**config.mk**
```make
export PLATFORM = sky130hd
export DESIGN_NAME = alu_ab_datapath_flat
export DESIGN_NICKNAME = d
export VERILOG_FILES = /design/src/rtl/alu_ab_datapath_pkg.sv /design/src/rtl/alu_ab_datapath_if.sv /design/src/rtl/alu_ab_datapath_alu_core.sv /design/src/rtl/alu_ab_datapath.sv /design/src/flat_wrapper.sv
export SDC_FILE = /design/constraint.sdc
export NUM_CORES = 1
export LEC_CHECK = 0
export BUFFER_PORTS_ARGS = -buffer_cell sky130_fd_sc_hd__buf_2
export CAP_MARGIN = 30
export CORE_ASPECT_RATIO = 0.5
export CORE_MARGIN = 8
export CORE_UTILIZATION = 56
export DETAILED_ROUTE_END_ITERATION = 7
export PLACE_DENSITY = 0.86
export SLEW_MARGIN = 20
export SYNTH_ARGS = -nofsm -noshare
export SYNTH_HDL_FRONTEND = slang
export SYNTH_SLANG_ARGS = --single-unit
```
**constraint.sdc**
```tcl
create_clock -name clk -period 4.9 [get_ports clk]
set_input_delay 0.98 -clock clk [delete_from_list [all_inputs] [get_ports clk]]
set_output_delay 0.98 -clock clk [all_outputs]
set_load 0.01 [all_outputs]
```
**src/rtl/alu_ab_datapath_pkg.sv**
```systemverilog
// Shared CPU constants: data width, ALU/system opcodes and the ALU output bundle.
package cpu_pkg;
  localparam int W = 4;

  localparam logic [3:0] HLT        = 4'b0000;
  localparam logic [3:0] OP_ADD     = 4'b0001;
  localparam logic [3:0] OP_SUB     = 4'b0010;
  localparam logic [3:0] OP_AND     = 4'b0011;
  localparam logic [3:0] OP_OR      = 4'b0100;
  localparam logic [3:0] OP_XOR     = 4'b0101;
  localparam logic [3:0] OP_NOT     = 4'b0110;
  localparam logic [3:0] MOV_A_ADDR = 4'b0111;
  localparam logic [3:0] OP_INC     = 4'b1000;
  localparam logic [3:0] OP_DEC     = 4'b1001;
  localparam logic [3:0] OUT_A      = 4'b1010;
  localparam logic [3:0] OP_ADT     = 4'b1011;

  typedef struct packed {
    logic [W-1:0] res;
    logic         c;
    logic         z;
  } alu_out_t;
endpackage

```
**src/rtl/alu_ab_datapath_if.sv**
```systemverilog
// Sequencer-side bundle for the A/B/ALU datapath: operands, strobes and gated outputs.
interface alu_ab_datapath_if #(parameter int W = cpu_pkg::W);
  logic [3:0]   opcode;
  logic [W-1:0] ram_to_a, ram_to_b, tmp_to_b, tmp_to_alu;
  logic         carry_in;
  logic         la_ram, la_b, la_alu;
  logic         ea_tmp, ea_ram, ea_out, ea_carry;
  logic         lb_tmp, lb_alu, lb_pop, lb_carry;
  logic         eb_a, eb_push, ercl, eu;
  logic [W-1:0] a_to_tmp, a_to_ram, a_to_out, b_to_ram;
  logic         carry_from_a, carry_from_b, carry_to_reg, zero, carry;

  modport master (
    output opcode, ram_to_a, ram_to_b, tmp_to_b, tmp_to_alu, carry_in,
           la_ram, la_b, la_alu, ea_tmp, ea_ram, ea_out, ea_carry,
           lb_tmp, lb_alu, lb_pop, lb_carry, eb_a, eb_push, ercl, eu,
    input  a_to_tmp, a_to_ram, a_to_out, b_to_ram,
           carry_from_a, carry_from_b, carry_to_reg, zero, carry
  );

  modport slave (
    input  opcode, ram_to_a, ram_to_b, tmp_to_b, tmp_to_alu, carry_in,
           la_ram, la_b, la_alu, ea_tmp, ea_ram, ea_out, ea_carry,
           lb_tmp, lb_alu, lb_pop, lb_carry, eb_a, eb_push, ercl, eu,
    output a_to_tmp, a_to_ram, a_to_out, b_to_ram,
           carry_from_a, carry_from_b, carry_to_reg, zero, carry
  );
endinterface

```
**src/rtl/alu_ab_datapath_alu_core.sv**
```systemverilog
// Combinational ALU: result, carry/borrow and zero for one opcode; registered by the top.
module alu_core
  import cpu_pkg::*;
(
  input  logic [3:0]   op,
  input  logic [W-1:0] a,
  input  logic [W-1:0] b,
  input  logic [W-1:0] tmp,
  output alu_out_t     y
);
  logic [W:0]   ext;
  logic [W-1:0] res;
  logic         c;

  // ext[W] is carry-out for adds and the borrow for subtracts.
  always_comb begin
    ext = '0;
    res = a;
    c   = 1'b0;
    case (op)
      OP_ADD: begin ext = {1'b0, a} + {1'b0, b};       res = ext[W-1:0]; c = ext[W]; end
      OP_SUB: begin ext = {1'b0, a} - {1'b0, b};       res = ext[W-1:0]; c = ext[W]; end
      OP_AND: res = a & b;
      OP_OR:  res = a | b;
      OP_XOR: res = a ^ b;
      OP_NOT: res = ~a;
      OP_INC: begin ext = {1'b0, a} + (W+1)'(1);       res = ext[W-1:0]; c = ext[W]; end
      OP_DEC: begin ext = {1'b0, a} - (W+1)'(1);       res = ext[W-1:0]; c = ext[W]; end
      OP_ADT: begin ext = {1'b0, a} + {1'b0, tmp};     res = ext[W-1:0]; c = ext[W]; end
      default: res = a;
    endcase
  end

  assign y.res = res;
  assign y.c   = c;
  assign y.z   = (res == '0);
endmodule

```
**src/rtl/alu_ab_datapath.sv**
```systemverilog
// A/B registers plus clocked ALU; outputs are zero-gated copies of register state.
module alu_ab_datapath
  import cpu_pkg::*;
(
  input logic              clk,
  input logic              reset,
  alu_ab_datapath_if.slave bus
);
  logic [W-1:0] a_q, a_d, b_q, b_d, res_q, res_d;
  logic         zero_q, zero_d, carry_q, carry_d;
  alu_out_t     alu_y;
  logic         unused_eb_a;

  // B-to-A transfer is internal and keyed only by la_b.
  assign unused_eb_a = bus.eb_a;

  alu_core u_alu (.op(bus.opcode), .a(a_q), .b(b_q), .tmp(bus.tmp_to_alu), .y(alu_y));

  always_comb begin
    a_d = a_q;
    if      (bus.la_ram) a_d = bus.ram_to_a;
    else if (bus.la_b)   a_d = b_q;
    else if (bus.la_alu) a_d = res_q;
  end

  always_comb begin
    b_d = b_q;
    if      (bus.lb_pop)   b_d = bus.ram_to_b;
    else if (bus.lb_tmp)   b_d = bus.tmp_to_b;
    else if (bus.lb_alu)   b_d = res_q;
    else if (bus.lb_carry) b_d = {{(W-1){1'b0}}, bus.carry_in};
    else if (bus.ercl)     b_d = {b_q[W-2:0], bus.carry_in};
  end

  always_comb begin
    res_d   = res_q;
    zero_d  = zero_q;
    carry_d = carry_q;
    if (bus.eu) begin
      res_d   = alu_y.res;
      zero_d  = alu_y.z;
      carry_d = alu_y.c;
    end
  end

  always_ff @(posedge clk or posedge reset) begin
    if (reset) begin
      a_q     <= '0;
      b_q     <= '0;
      res_q   <= '0;
      zero_q  <= 1'b0;
      carry_q <= 1'b0;
    end else begin
      a_q     <= a_d;
      b_q     <= b_d;
      res_q   <= res_d;
      zero_q  <= zero_d;
      carry_q <= carry_d;
    end
  end

  assign bus.a_to_tmp     = bus.ea_tmp  ? a_q : '0;
  assign bus.a_to_ram     = bus.ea_ram  ? a_q : '0;
  assign bus.a_to_out     = bus.ea_out  ? a_q : '0;
  assign bus.b_to_ram     = bus.eb_push ? b_q : '0;
  assign bus.carry_from_a = bus.ea_carry & a_q[0];
  assign bus.carry_from_b = b_q[0];
  assign bus.carry_to_reg = bus.ercl & b_q[W-1];
  assign bus.zero         = zero_q;
  assign bus.carry        = carry_q;
endmodule

```
**src/flat_wrapper.sv**
```systemverilog
// flat-port wrapper written by rule: the top's interface ports become plain ports
module alu_ab_datapath_flat import cpu_pkg::*;
  (clk, reset, bus_opcode, bus_ram_to_a, bus_ram_to_b, bus_tmp_to_b, bus_tmp_to_alu, bus_carry_in, bus_la_ram, bus_la_b, bus_la_alu, bus_ea_tmp, bus_ea_ram, bus_ea_out, bus_ea_carry, bus_lb_tmp, bus_lb_alu, bus_lb_pop, bus_lb_carry, bus_eb_a, bus_eb_push, bus_ercl, bus_eu, bus_a_to_tmp, bus_a_to_ram, bus_a_to_out, bus_b_to_ram, bus_carry_from_a, bus_carry_from_b, bus_carry_to_reg, bus_zero, bus_carry);
  alu_ab_datapath_if bus_i ();
  input logic clk;
  input logic reset;
  input wire logic [$bits(bus_i.opcode)-1:0] bus_opcode;
  input wire logic [$bits(bus_i.ram_to_a)-1:0] bus_ram_to_a;
  input wire logic [$bits(bus_i.ram_to_b)-1:0] bus_ram_to_b;
  input wire logic [$bits(bus_i.tmp_to_b)-1:0] bus_tmp_to_b;
  input wire logic [$bits(bus_i.tmp_to_alu)-1:0] bus_tmp_to_alu;
  input wire logic [$bits(bus_i.carry_in)-1:0] bus_carry_in;
  input wire logic [$bits(bus_i.la_ram)-1:0] bus_la_ram;
  input wire logic [$bits(bus_i.la_b)-1:0] bus_la_b;
  input wire logic [$bits(bus_i.la_alu)-1:0] bus_la_alu;
  input wire logic [$bits(bus_i.ea_tmp)-1:0] bus_ea_tmp;
  input wire logic [$bits(bus_i.ea_ram)-1:0] bus_ea_ram;
  input wire logic [$bits(bus_i.ea_out)-1:0] bus_ea_out;
  input wire logic [$bits(bus_i.ea_carry)-1:0] bus_ea_carry;
  input wire logic [$bits(bus_i.lb_tmp)-1:0] bus_lb_tmp;
  input wire logic [$bits(bus_i.lb_alu)-1:0] bus_lb_alu;
  input wire logic [$bits(bus_i.lb_pop)-1:0] bus_lb_pop;
  input wire logic [$bits(bus_i.lb_carry)-1:0] bus_lb_carry;
  input wire logic [$bits(bus_i.eb_a)-1:0] bus_eb_a;
  input wire logic [$bits(bus_i.eb_push)-1:0] bus_eb_push;
  input wire logic [$bits(bus_i.ercl)-1:0] bus_ercl;
  input wire logic [$bits(bus_i.eu)-1:0] bus_eu;
  output wire logic [$bits(bus_i.a_to_tmp)-1:0] bus_a_to_tmp;
  output wire logic [$bits(bus_i.a_to_ram)-1:0] bus_a_to_ram;
  output wire logic [$bits(bus_i.a_to_out)-1:0] bus_a_to_out;
  output wire logic [$bits(bus_i.b_to_ram)-1:0] bus_b_to_ram;
  output wire logic [$bits(bus_i.carry_from_a)-1:0] bus_carry_from_a;
  output wire logic [$bits(bus_i.carry_from_b)-1:0] bus_carry_from_b;
  output wire logic [$bits(bus_i.carry_to_reg)-1:0] bus_carry_to_reg;
  output wire logic [$bits(bus_i.zero)-1:0] bus_zero;
  output wire logic [$bits(bus_i.carry)-1:0] bus_carry;
  assign bus_i.opcode = bus_opcode;
  assign bus_i.ram_to_a = bus_ram_to_a;
  assign bus_i.ram_to_b = bus_ram_to_b;
  assign bus_i.tmp_to_b = bus_tmp_to_b;
  assign bus_i.tmp_to_alu = bus_tmp_to_alu;
  assign bus_i.carry_in = bus_carry_in;
  assign bus_i.la_ram = bus_la_ram;
  assign bus_i.la_b = bus_la_b;
  assign bus_i.la_alu = bus_la_alu;
  assign bus_i.ea_tmp = bus_ea_tmp;
  assign bus_i.ea_ram = bus_ea_ram;
  assign bus_i.ea_out = bus_ea_out;
  assign bus_i.ea_carry = bus_ea_carry;
  assign bus_i.lb_tmp = bus_lb_tmp;
  assign bus_i.lb_alu = bus_lb_alu;
  assign bus_i.lb_pop = bus_lb_pop;
  assign bus_i.lb_carry = bus_lb_carry;
  assign bus_i.eb_a = bus_eb_a;
  assign bus_i.eb_push = bus_eb_push;
  assign bus_i.ercl = bus_ercl;
  assign bus_i.eu = bus_eu;
  assign bus_a_to_tmp = bus_i.a_to_tmp;
  assign bus_a_to_ram = bus_i.a_to_ram;
  assign bus_a_to_out = bus_i.a_to_out;
  assign bus_b_to_ram = bus_i.b_to_ram;
  assign bus_carry_from_a = bus_i.carry_from_a;
  assign bus_carry_from_b = bus_i.carry_from_b;
  assign bus_carry_to_reg = bus_i.carry_to_reg;
  assign bus_zero = bus_i.zero;
  assign bus_carry = bus_i.carry;
  alu_ab_datapath u_core (.clk(clk), .reset(reset), .bus(bus_i));
endmodule
```
==> results.json <==
{
  "outcome": "finished clean",
  "final_common_cell": "buf_2",
  "io_pins": 59,
  "syn_inst": 247,
  "synth-compound-area-share": 0.224,
  "fin_util": 0.656,
  "rows": 15,
  "areaGrowthSynthToFinish_pct": 14.9,
  "grt_pass1_wl_um": 8800,
  "netlist_area_um2": 1920,
  "cts_sinks": 14,
  "rsz0062_at_grt": "no",
  "yosysUniqueCellTypes": 52,
  "route.detailed.drc": 0,
  "core_um2": 3360,
  "synth_xor_area_frac": 0.0320,
  "ys_ff_latch": 14,
  "ys_async_sr_fraction": 1.00,
  "cp.arrival_ns": 2.94,
  "cts_setup_buffers": 0,
  "synth_top_family_by_area": "simple AND/OR/NAND/NOR gates",
  "die_area_um2": 5670,
  "drive_gt1_frac": 0.224,
  "htree_levels": 1,
  "die_w_um": 98.8,
  "setup_ws_ns": 2.08,
  "grt_use_total": 0.184,
  "slew_headroom": 0.581,
  "power_density_nw_per_um2": 220,
  "drv_cap": 0,
  "synth_area_per_cell_um2": 7.77,
  "n_antenna_cell": 0,
  "crit_fanout": 14,
  "cts_root_buffer": "clkbuf_8",
  "drv_slew": 0,
  "gp_congestion": 0.910,
  "dr.first_iter.drc_count": 108,
  "synth_fa_ha_area_frac": 0.149,
  "final_cell_mix": "buf_2, a21oi_1, o21ai_0, and2_1, ha_1",
  "cts_tree": "done",
  "clk_latency_ns": 0.24,
  "ctsResizeCount": 0,
  "clock_tree.buffer_depth": 2,
  "synth_nets": 306,
  "yosys.area_share.simple": 0.257,
  "drtPass1Iterations": 5,
  "setup.worst_path.class": "reg -> reg",
  "antenna_left": 0,
  "hold-worst-slack_ns": 0.559,
  "fin_crit_ns": 2.82,
  "via_per_inst": 5.74,
  "place_ws_ns": 2.02,
  "dp_hpwl_um": 4170,
  "antenna_found_initial": 0,
  "routedWlPerCell_um": 15.6,
  "synth_edf_count": 0,
  "yosysSeqAreaShare": 0.183,
  "drt_wl_total_um": 5170,
  "io_buffers": 57,
  "synthMuxAreaShare": 0.0744,
  "cp.required_ns": 5.02,
  "vias": 1906,
  "start_util": 0.571,
  "finalSetupTns_ns": 0,
  "fmax_ghz": 0.355,
  "worstSetupStartpointType": "register",
  "fin_crit_sh": 0.575,
  "hold_path_class": "reg -> reg",
  "yosysWarnings": 0,
  "clkSlewWorstSetupHoldPaths_ns": 0.05,
  "cp-end-kind": "register",
  "die_h_um": 57.4,
  "leakage_nw": 1.11,
  "nets": 351,
  "ctsHoldBuffers": 0,
  "ys.flop_type": "dfrtp_1",
  "hold_viol": 0,
  "fin_skew_ns": 0.00178,
  "max-vdd-ir-drop_v": 0.000139,
  "tightest_slew_ns": 0.628,
  "finalSetupViolCount": 0,
  "grt_start_max_net_pins": 26,
  "grt_pass1_vias": 1927,
  "overflow": 0,
  "numCtsBuffers": 3
}
sequential cells by signal, summed over array words and instances, names as in the netlist:
register and flops:
u_core.a_q 4, u_core.b_q 4, u_core.res_q 4, u_core.bus.carry 1, u_core.bus.zero 1
per-layer routing:
layer	global-route usage	share of wire
met5	0	0
met4	0.0497	0.0037
met3	0.0121	0.056
met2	0.325	0.49
met1	0.235	0.45
power breakdown:
group	switching [W]	internal, W	total (W)
logic	0.000127	0.000106	0.000233
clock network	0.0000347	0.0000541	0.0000888
registers	0.0000313	0.000132	0.000163
total	0.000193	0.000291	0.000484
cells in the mapped netlist, types with 2 or more instances:
library cell	n	share of area
a211oi_1	2	0.0078
a21o_1	5	0.020
a21oi_1	27	0.070
a221oi_1	2	0.0091
and2_1	19	0.062
and2b_1	2	0.0078
buf_2	5	0.013
buf_6	3	0.018
clkbuf_1	8	0.016
dfrtp_1	14	0.18
fa_1	3	0.031
ha_1	18	0.12
inv_1	17	0.033
mux2_2	2	0.012
mux2i_1	12	0.063
nand2_1	15	0.029
nand2b_1	4	0.013
nand3_1	2	0.0052
nand3b_1	3	0.012
nor2_1	16	0.031
nor2b_1	4	0.013
nor3_1	6	0.016
o21ai_0	19	0.050
o22ai_1	3	0.0098
o32ai_1	2	0.0091
or3b_1	2	0.0091
or4_1	2	0.0078
xnor2_1	3	0.014
xor2_1	4	0.018
stage by stage:
| step | cell area (µm²) | power, W | instances |
|---|---|---|---|
| after detailed placement | 2160 | 0.000394 | 329 |
| after global routing | 2200 | 0.000519 | 332 |
| after floorplan | 1920 | 0.000321 | 247 |
| final | 2200 | 0.000484 | 332 |
| after CTS | 2200 | 0.000485 | 332 |
| after global placement | 2160 | 0.000384 | 329 |
kinds of logic after synthesis:
family,after synthesis
xor+xnor,7
mux,14
flops,14
buf+inv,34
simple gates,87
compound gates,70
fa+ha+maj,21
worst paths after layout:
path | start | to | slack (ns) | depth (start not counted)
min in group asynchronous | reset | u_core.bus.zero$_DFFE_PP0P_ | 0.76 | 2
setup / recovery | u_core.a_q[0]$_DFFE_PP0P_ | u_core.bus.zero$_DFFE_PP0P_ | 2.08 | 9
hold / removal | u_core.res_q[1]$_DFFE_PP0P_ | u_core.res_q[1]$_DFFE_PP0P_ | 0.56 | 1
max in group asynchronous | reset | u_core.a_q[3]$_DFFE_PP0P_ | 3.79 | 2
setup reg to reg | u_core.a_q[0]$_DFFE_PP0P_ | u_core.bus.zero$_DFFE_PP0P_ | 2.08 | 9
hold reg to reg | u_core.res_q[1]$_DFFE_PP0P_ | u_core.res_q[1]$_DFFE_PP0P_ | 0.56 | 1
layout make-up:
| type | count | area [µm²] |
|---|---|---|
| clock buffers | 3 | 41.3 |
| fillers | 284 | 1150 |
| inverters | 17 | 63.8 |
| multi-input cells | 199 | 1410 |
| flip-flops and latches | 14 | 350 |
| well taps | 42 | 52.6 |
| repair buffers | 57 | 285 |
critical path: stages, from the launching register on:
cell and delay [ns]:
dfrtp_1 0.56, inv_1 0.24, ha_1 0.21, inv_1 0.05, fa_1 0.48, a21oi_1 0.07, a2111oi_0 0.46, o32a_1 0.31
nor2b_1 0.07, a41o_1 0.24
No activity file was read; power rests on OpenSTA's default activity.
